==> src/rtl/muldiv_pkg.sv <==
// Shared definitions for the multiply/divide unit: operation codes, FSM states,
// default iteration count and small two's-complement helpers.
package muldiv_pkg;

  localparam int DIV_ITER_DEFAULT = 32;

  typedef enum logic [1:0] {
    OP_MULT  = 2'b00,
    OP_MULTU = 2'b01,
    OP_DIV   = 2'b10,
    OP_DIVU  = 2'b11
  } op_t;

  typedef enum logic [1:0] {
    S_IDLE = 2'b00,
    S_MUL  = 2'b01,
    S_DIV  = 2'b10,
    S_DONE = 2'b11
  } state_t;

  function automatic logic [31:0] neg32(input logic [31:0] x);
    return ~x + 32'd1;
  endfunction

  function automatic logic [31:0] abs32(input logic [31:0] x);
    return x[31] ? neg32(x) : x;
  endfunction

endpackage

==> src/rtl/muldiv_ctrl_div_step.sv <==
// One restoring-division step: shift {rem,quot} left, trial-subtract the
// divisor from the widened remainder and shift in the resulting quotient bit.
module div_step (
  input  logic [31:0] rem,
  input  logic [31:0] quot,
  input  logic [31:0] dvsr,
  output logic [31:0] rem_next,
  output logic [31:0] quot_next
);

  logic [32:0] shifted;
  logic [32:0] trial;
  logic        q_bit;

  // 33 bits: the shifted remainder can reach 2*dvsr-1, beyond 32 bits.
  assign shifted   = {rem, quot[31]};
  assign trial     = shifted - {1'b0, dvsr};
  assign q_bit     = ~trial[32];
  assign rem_next  = q_bit ? trial[31:0] : shifted[31:0];
  assign quot_next = {quot[30:0], q_bit};

endmodule

==> src/rtl/muldiv_ctrl.sv <==
// Multi-cycle MULT/MULTU/DIV/DIVU controller: single-cycle registered
// multiply, iterative restoring divide, one-cycle HI/LO write strobe.
module muldiv_ctrl
  import muldiv_pkg::*;
#(
  parameter int DIV_ITER = DIV_ITER_DEFAULT
) (
  input  logic        clk,
  input  logic        rst,
  input  logic        startE,
  input  logic [1:0]  opE,
  input  logic [31:0] srcaE,
  input  logic [31:0] srcbE,
  input  logic        cancel,
  output logic        stall_req,
  output logic        hilo_we,
  output logic [31:0] hi_o,
  output logic [31:0] lo_o
);

  localparam int CW = (DIV_ITER > 1) ? $clog2(DIV_ITER) : 1;

  state_t        state_reg, state_next;
  op_t           op_reg;
  logic [31:0]   srca_reg, srcb_reg, rem_reg, quot_reg, hi_reg, lo_reg;
  logic [CW-1:0] count_reg;

  logic          start_ok, last_iter, signed_div, busy_stall;
  logic [31:0]   dvsr, step_rem, step_quot, q_fix, r_fix;
  logic [63:0]   prod;

  assign start_ok   = startE & ~cancel;
  assign last_iter  = (count_reg == CW'(DIV_ITER - 1));
  assign signed_div = (op_reg == OP_DIV);
  assign dvsr       = signed_div ? abs32(srcb_reg) : srcb_reg;

  div_step u_div_step (
    .rem       (rem_reg),
    .quot      (quot_reg),
    .dvsr      (dvsr),
    .rem_next  (step_rem),
    .quot_next (step_quot)
  );

  // Quotient sign follows the operand signs; remainder follows the dividend.
  assign q_fix = (signed_div && (srca_reg[31] ^ srcb_reg[31])) ? neg32(step_quot) : step_quot;
  assign r_fix = (signed_div && srca_reg[31]) ? neg32(step_rem) : step_rem;

  // Extending both operands to 64 bits makes the low 64 product bits correct
  // for either signedness.
  always_comb begin
    logic sx;
    sx   = (op_reg == OP_MULT);
    prod = {{32{sx & srca_reg[31]}}, srca_reg} * {{32{sx & srcb_reg[31]}}, srcb_reg};
  end

  always_ff @(posedge clk or posedge rst) begin
    if (rst) state_reg <= S_IDLE;
    else     state_reg <= state_next;
  end

  always_comb begin
    state_next = state_reg;
    busy_stall = 1'b0;
    hilo_we    = 1'b0;
    unique case (state_reg)
      S_IDLE: begin
        if (start_ok) begin
          busy_stall = 1'b1;
          if (!opE[1])              state_next = S_MUL;
          else if (srcbE != 32'd0)  state_next = S_DIV;
          else                      state_next = S_DONE;
        end
      end
      S_MUL: begin
        busy_stall = 1'b1;
        state_next = cancel ? S_IDLE : S_DONE;
      end
      S_DIV: begin
        busy_stall = 1'b1;
        if (cancel)         state_next = S_IDLE;
        else if (last_iter) state_next = S_DONE;
      end
      S_DONE: begin
        hilo_we    = ~cancel;
        state_next = S_IDLE;
      end
      default: state_next = S_IDLE;
    endcase
  end

  assign stall_req = busy_stall & ~rst;

  always_ff @(posedge clk or posedge rst) begin
    if (rst) begin
      op_reg    <= OP_MULT;
      srca_reg  <= '0;
      srcb_reg  <= '0;
      rem_reg   <= '0;
      quot_reg  <= '0;
      count_reg <= '0;
      hi_reg    <= '0;
      lo_reg    <= '0;
    end else begin
      case (state_reg)
        S_IDLE: begin
          if (start_ok) begin
            op_reg    <= op_t'(opE);
            srca_reg  <= srcaE;
            srcb_reg  <= srcbE;
            rem_reg   <= '0;
            quot_reg  <= (op_t'(opE) == OP_DIV) ? abs32(srcaE) : srcaE;
            count_reg <= '0;
            if (opE[1] && srcbE == 32'd0) begin
              hi_reg <= srcaE;
              lo_reg <= 32'hFFFF_FFFF;
            end
          end
        end
        S_MUL: begin
          if (!cancel) {hi_reg, lo_reg} <= prod;
        end
        S_DIV: begin
          if (!cancel) begin
            rem_reg  <= step_rem;
            quot_reg <= step_quot;
            if (last_iter) begin
              hi_reg <= r_fix;
              lo_reg <= q_fix;
            end else begin
              count_reg <= count_reg + CW'(1);
            end
          end
        end
        default: ;
      endcase
    end
  end

  assign hi_o = hi_reg;
  assign lo_o = lo_reg;

endmodule

==> config.mk <==
export PLATFORM = sky130hd
export DESIGN_NAME = muldiv_ctrl
export DESIGN_NICKNAME = d
export VERILOG_FILES = /design/src/rtl/muldiv_pkg.sv /design/src/rtl/muldiv_ctrl_div_step.sv /design/src/rtl/muldiv_ctrl.sv
export SDC_FILE = /design/constraint.sdc
export NUM_CORES = 2
export LEC_CHECK = 0
export CAP_MARGIN = 20
export CORE_UTILIZATION = 54
export CTS_CLUSTER_SIZE = 14
export DETAILED_ROUTE_END_ITERATION = 6
export PLACE_DENSITY = 0.74
export RECOVER_POWER = 25
export SLEW_MARGIN = 20
export SYNTH_ARGS = -nofsm -noshare
export SYNTH_HDL_FRONTEND = slang
export SYNTH_SLANG_ARGS = --single-unit
==> constraint.sdc <==
create_clock -name clk -period 7.9 [get_ports clk]
set_input_delay 0.79 -clock clk [delete_from_list [all_inputs] [get_ports clk]]
set_output_delay 0.79 -clock clk [all_outputs]
set_load 0.01 [all_outputs]
==> results.md <==
| Metric | This run | Unit |
| --- | --- | --- |
| Result of the run | finished, violations left | - |
| Violations in the final reports | max-capacitance violations, max-slew violations, negative setup slack | - |
| Synthesized Nets | 7487 | - |
| Violation count after the first detailed-route iteration | 3848 | - |
| Reg-to-reg slack, setup | -290 | ps |
| CP Max Fanout | 10 | - |
| Remaining global-route overflow | 0 | - |
| Register bit total from synthesis | 201 | - |
| Clock edge transition at the registers on the reported setup and hold paths | 70 | ps |
| Vias | 43734 | - |
| Ranking of synthesized cells by instance count | 1236 x sky130_fd_sc_hd__inv_1, 1165 x sky130_fd_sc_hd__nand2_1, 1126 x sky130_fd_sc_hd__fa_1 | - |
| Max stage delay on crit path | 570 | ps |
| Mean number of vias per cell | 5.71 | - |
| Share of post-route cells with drive strength above 1 | 13.1 | % |
| Launching instance or port of the critical path | srca_reg[19] | - |
| Synth Instances | 6034 | - |
| Number of standard cells in the final layout excluding fillers | 7656 | - |
| Fraction of the mapped netlist area in adder cells | 49.6 | % |
| Crit path arrival time | 8640 | ps |
| Clk_skew | 35.0 | ps |
| Vias in the first global route | 46679 | - |
| Sequential-to-total area share from yosys stat | 9.69 | % |
| Capture point of the worst path | hi_o[31] | - |
| Setup slack after placement | -533 | ps |
| Type of the worst setup path | flip-flop to flip-flop | - |
| Placed standard-cell area | 0.0577 | mm2 |
| Hold slack final | 488 | ps |
| Category of the worst setup path capture point | flip-flop | - |
| Root Buffer | sky130_fd_sc_hd__clkbuf_16 | - |
| CP Launch Type | flip-flop | - |
| Hold Crit Class | flip-flop to flip-flop | - |
| CTS tree | yes | - |
| Most instantiated flip-flop cell in the synthesis netlist | sky130_fd_sc_hd__dfrtp_1 | - |
| Peak Freq | 122 | MHz |
| Cell count of the worst hold path | 2 | - |
| Max transition margin | -232 | % |
| Hold Fails Final Rpt | 0 | - |
| Floorplan die width | 312 | um |
| Slowest CP cell | sky130_fd_sc_hd__fa_1 | - |
| Core box area | 0.0952 | mm2 |
| Proportion of synthesized area in mux cells | 0.779 | % |
| Worst Reg-to-Reg Cells | 30 | - |
| Effective utilization at floorplan | 54.6 | % |
| Total wirelength of the detailed-routed design | 162000 | um |
| Inserted Clock Buffers | 26 | - |
| Boundary Pins | 136 | - |
| Number of max-slew violations in the final report | 151 | - |
| Number of flops mapped to enable cells by yosys | 0 | - |
| Clk sink count | 201 | - |
| Non-Filler Cell Area, Final | 0.0603 | mm2 |
| Initial antenna violation count | 6 | - |
| Critical Path Most Common Cell | sky130_fd_sc_hd__fa_1 | - |
| Buffers from clock root to sink, at most | 3 | - |
| Number of nets in the layout | 7817 | - |
| Placement row count | 113 | - |
| Number of library cell types mapped by synthesis | 84 | - |
| Clock period minus worst slack | 8190 | ps |
| Transition at the pin with the smallest max-transition slack | 4950 | ps |
| Post-synthesis area per instance | 8.60 | um2 |
| Area of all sequential standard cells | 0.00506 | mm2 |
| Maximum level of the CTS H-tree | 1 | - |
| Global Route Usage Sum | 34.1 | % |
| Multi-input gate area | 0.0419 | mm2 |
| DRC Markers | 0 | - |
| Synth async-reset ratio | 100 | % |
| Vert. Die Dim | 312 | um |
| Drt first pass iters | 7 | - |
| IO buf count | 135 | - |
| Synth-to-layout area growth | 16.2 | % |
| Launch instance of the worst register-to-register path | srca_reg[19] | - |
| Wire length of the first global-routing pass | 258000 | um |
| Most frequent cell after synthesis | sky130_fd_sc_hd__inv_1 | - |
| Die Area | 0.0974 | mm2 |
| Biggest area contributors in the synthesized netlist | sky130_fd_sc_hd__fa_1 43%, sky130_fd_sc_hd__dfrtp_1 9.7%, sky130_fd_sc_hd__inv_1 8.9% | - |
| Number of buffers inserted by hold repair at cts | 0 | - |
| Mapped cell area | 0.0519 | mm2 |
| Fraction of the mapped netlist area in simple logic gates | 16.5 | % |
| Required time reported for the critical path endpoint | 8350 | ps |
| GP Congestion | 0.992 | - |
| Parity-gate share of the synthesized area counting xor and xnor cells | 3.50 | % |
| Maximum number of pins on one net before global-route repair | 103 | - |
| Clock latency at the later pin of the worst-skew pair | 590 | ps |
| Max-capacitance violation count | 2 | - |
| Worst R2R End | hi_o[31] | - |
| Compound-Gate Fraction of Synth Area | 8.34 | % |
| # setup viols final | 14 | - |
| PnR worst setup slack | -289 | ps |
| Dominant combinational cell family by area after synthesis | adder cells | - |
| Number of instances in the placed design | 7538 | - |
| Placed wire-length estimate after detailed placement | 131000 | um |
| Final antenna-violating net count | 0 | - |
| Synth Warn # | 0 | - |
| Avg WL per Cell | 21.2 | um |
| Fill cell total of the finished layout | 7768 | - |
| Unrepaired setup endpoints after global routing | yes | - |
| Library cell with the largest summed area after synthesis | sky130_fd_sc_hd__fa_1 | - |
| Final Cycle Share | 104 | % |
| Top cell type's share of synthesized area | 43.4 | % |
-- cell usage in the layout, fill, tap and decap left out, types with 21 or more instances in the layout --
| master | synthesis | routed |
|---|---|---|
| sky130_fd_sc_hd__nor3_1 | 45 | 43 |
| sky130_fd_sc_hd__buf_4 | 2 | 431 |
| sky130_fd_sc_hd__ha_1 | 257 | 232 |
| sky130_fd_sc_hd__a31oi_1 | 26 | 23 |
| sky130_fd_sc_hd__clkbuf_16 | 0 | 26 |
| sky130_fd_sc_hd__or2_2 | 23 | 22 |
| sky130_fd_sc_hd__nand2_1 | 1165 | 1154 |
| sky130_fd_sc_hd__a221oi_1 | 48 | 32 |
| sky130_fd_sc_hd__o21ai_0 | 205 | 180 |
| sky130_fd_sc_hd__dfrtp_1 | 201 | 174 |
| sky130_fd_sc_hd__inv_1 | 1236 | 1202 |
| sky130_fd_sc_hd__fa_1 | 1126 | 1112 |
| sky130_fd_sc_hd__o21ai_1 | 2 | 22 |
| sky130_fd_sc_hd__ha_4 | 0 | 21 |
| sky130_fd_sc_hd__a21oi_1 | 188 | 175 |
| sky130_fd_sc_hd__nand4_1 | 24 | 24 |
| sky130_fd_sc_hd__and2_1 | 266 | 259 |
| sky130_fd_sc_hd__buf_12 | 0 | 56 |
| sky130_fd_sc_hd__nand3_1 | 30 | 28 |
| sky130_fd_sc_hd__a21o_1 | 47 | 46 |
| sky130_fd_sc_hd__mux2i_1 | 28 | 28 |
| sky130_fd_sc_hd__xnor2_1 | 121 | 109 |
| sky130_fd_sc_hd__dfrtp_2 | 0 | 27 |
| sky130_fd_sc_hd__and3_1 | 40 | 32 |
| sky130_fd_sc_hd__o21a_1 | 21 | 21 |
| sky130_fd_sc_hd__buf_6 | 0 | 35 |
| sky130_fd_sc_hd__inv_2 | 1 | 31 |
| sky130_fd_sc_hd__or3_1 | 23 | 21 |
| sky130_fd_sc_hd__xor2_1 | 83 | 80 |
| sky130_fd_sc_hd__nor4_1 | 22 | 22 |
| sky130_fd_sc_hd__nor2_1 | 211 | 204 |
| sky130_fd_sc_hd__clkdlybuf4s50_1 | 0 | 134 |
-- routing by layer --
layer  track usage, %  up-vias  share of wire, %
met4             21.2        2               7.2
met2             57.0     2132                49
met5                0        -             0.011
met1             41.6    22165                36
li1                 -    18858                 -
met3             5.05      577               7.6
-- kinds of logic after synthesis --
kind of cell / count (synthesis)
flip-flops: 201
adder cells (fa/ha/maj): 1383
multiplexers: 39
XOR/XNOR: 205
buffers and inverters: 1601
AND/OR/NAND/NOR: 1920
AO/OA/AOI/OAI: 685
-- through the flow --
| stage | utilization (%) | setup TNS (ps) |
|---|---|---|
| after floorplan | - | -36.5 |
| after global placement | 60.6 | -6900 |
| after detailed placement | 60.6 | -9350 |
| after CTS | 62.7 | -766 |
| after global routing | 63.4 | -7210 |
| final | 63.4 | -2110 |
-- worst max-delay path, delay by kind of cell (launching register included) --
family,cells,cell delay (ps)
xor gates and xnor gates,1,130
adders and majority gates,9,4170
DFF,1,470
and+or+nand+nor,1,150
AOI/OAI and AO/OA,11,2170
buffers and inverters,8,950
-- area by class of cell --
| class | count | area share (%) |
|---|---|---|
| clock inverters | 15 | 0.263 |
| well taps | 1265 | 2.62 |
| clock buffers | 33 | 1.22 |
| multi-input cells | 4232 | 69.4 |
| repair buffers | 665 | 10.4 |
| inverters | 1238 | 7.72 |
| flip-flops and latches | 201 | 8.39 |
| diodes | 7 | 0.0290 |
-- what timing repair did --
item                                   4_1_cts  5_1_grt
pin swaps                                   99       86
gates cloned                                 2        0
endpoints found under the hold margin        0        0
setup endpoints to repair                   29       35
buffers inserted                            33       32
gates resized for setup                    182      110
-- worst min path at each step --
stage,slack [ps],to,start
floorplan,470,quot_reg[10],quot_reg[10]
global placement,470,hi_o[9],hi_o[9]
detailed placement,470,hi_o[13],hi_o[13]
CTS,480,hi_o[13],hi_o[13]
global route,510,hi_o[10],hi_o[10]
finish,490,hi_o[13],hi_o[13]
Power is left out: the tool's default activity adds up to more than one toggle a clock period on the data nets, which glitch-free logic cannot reach.
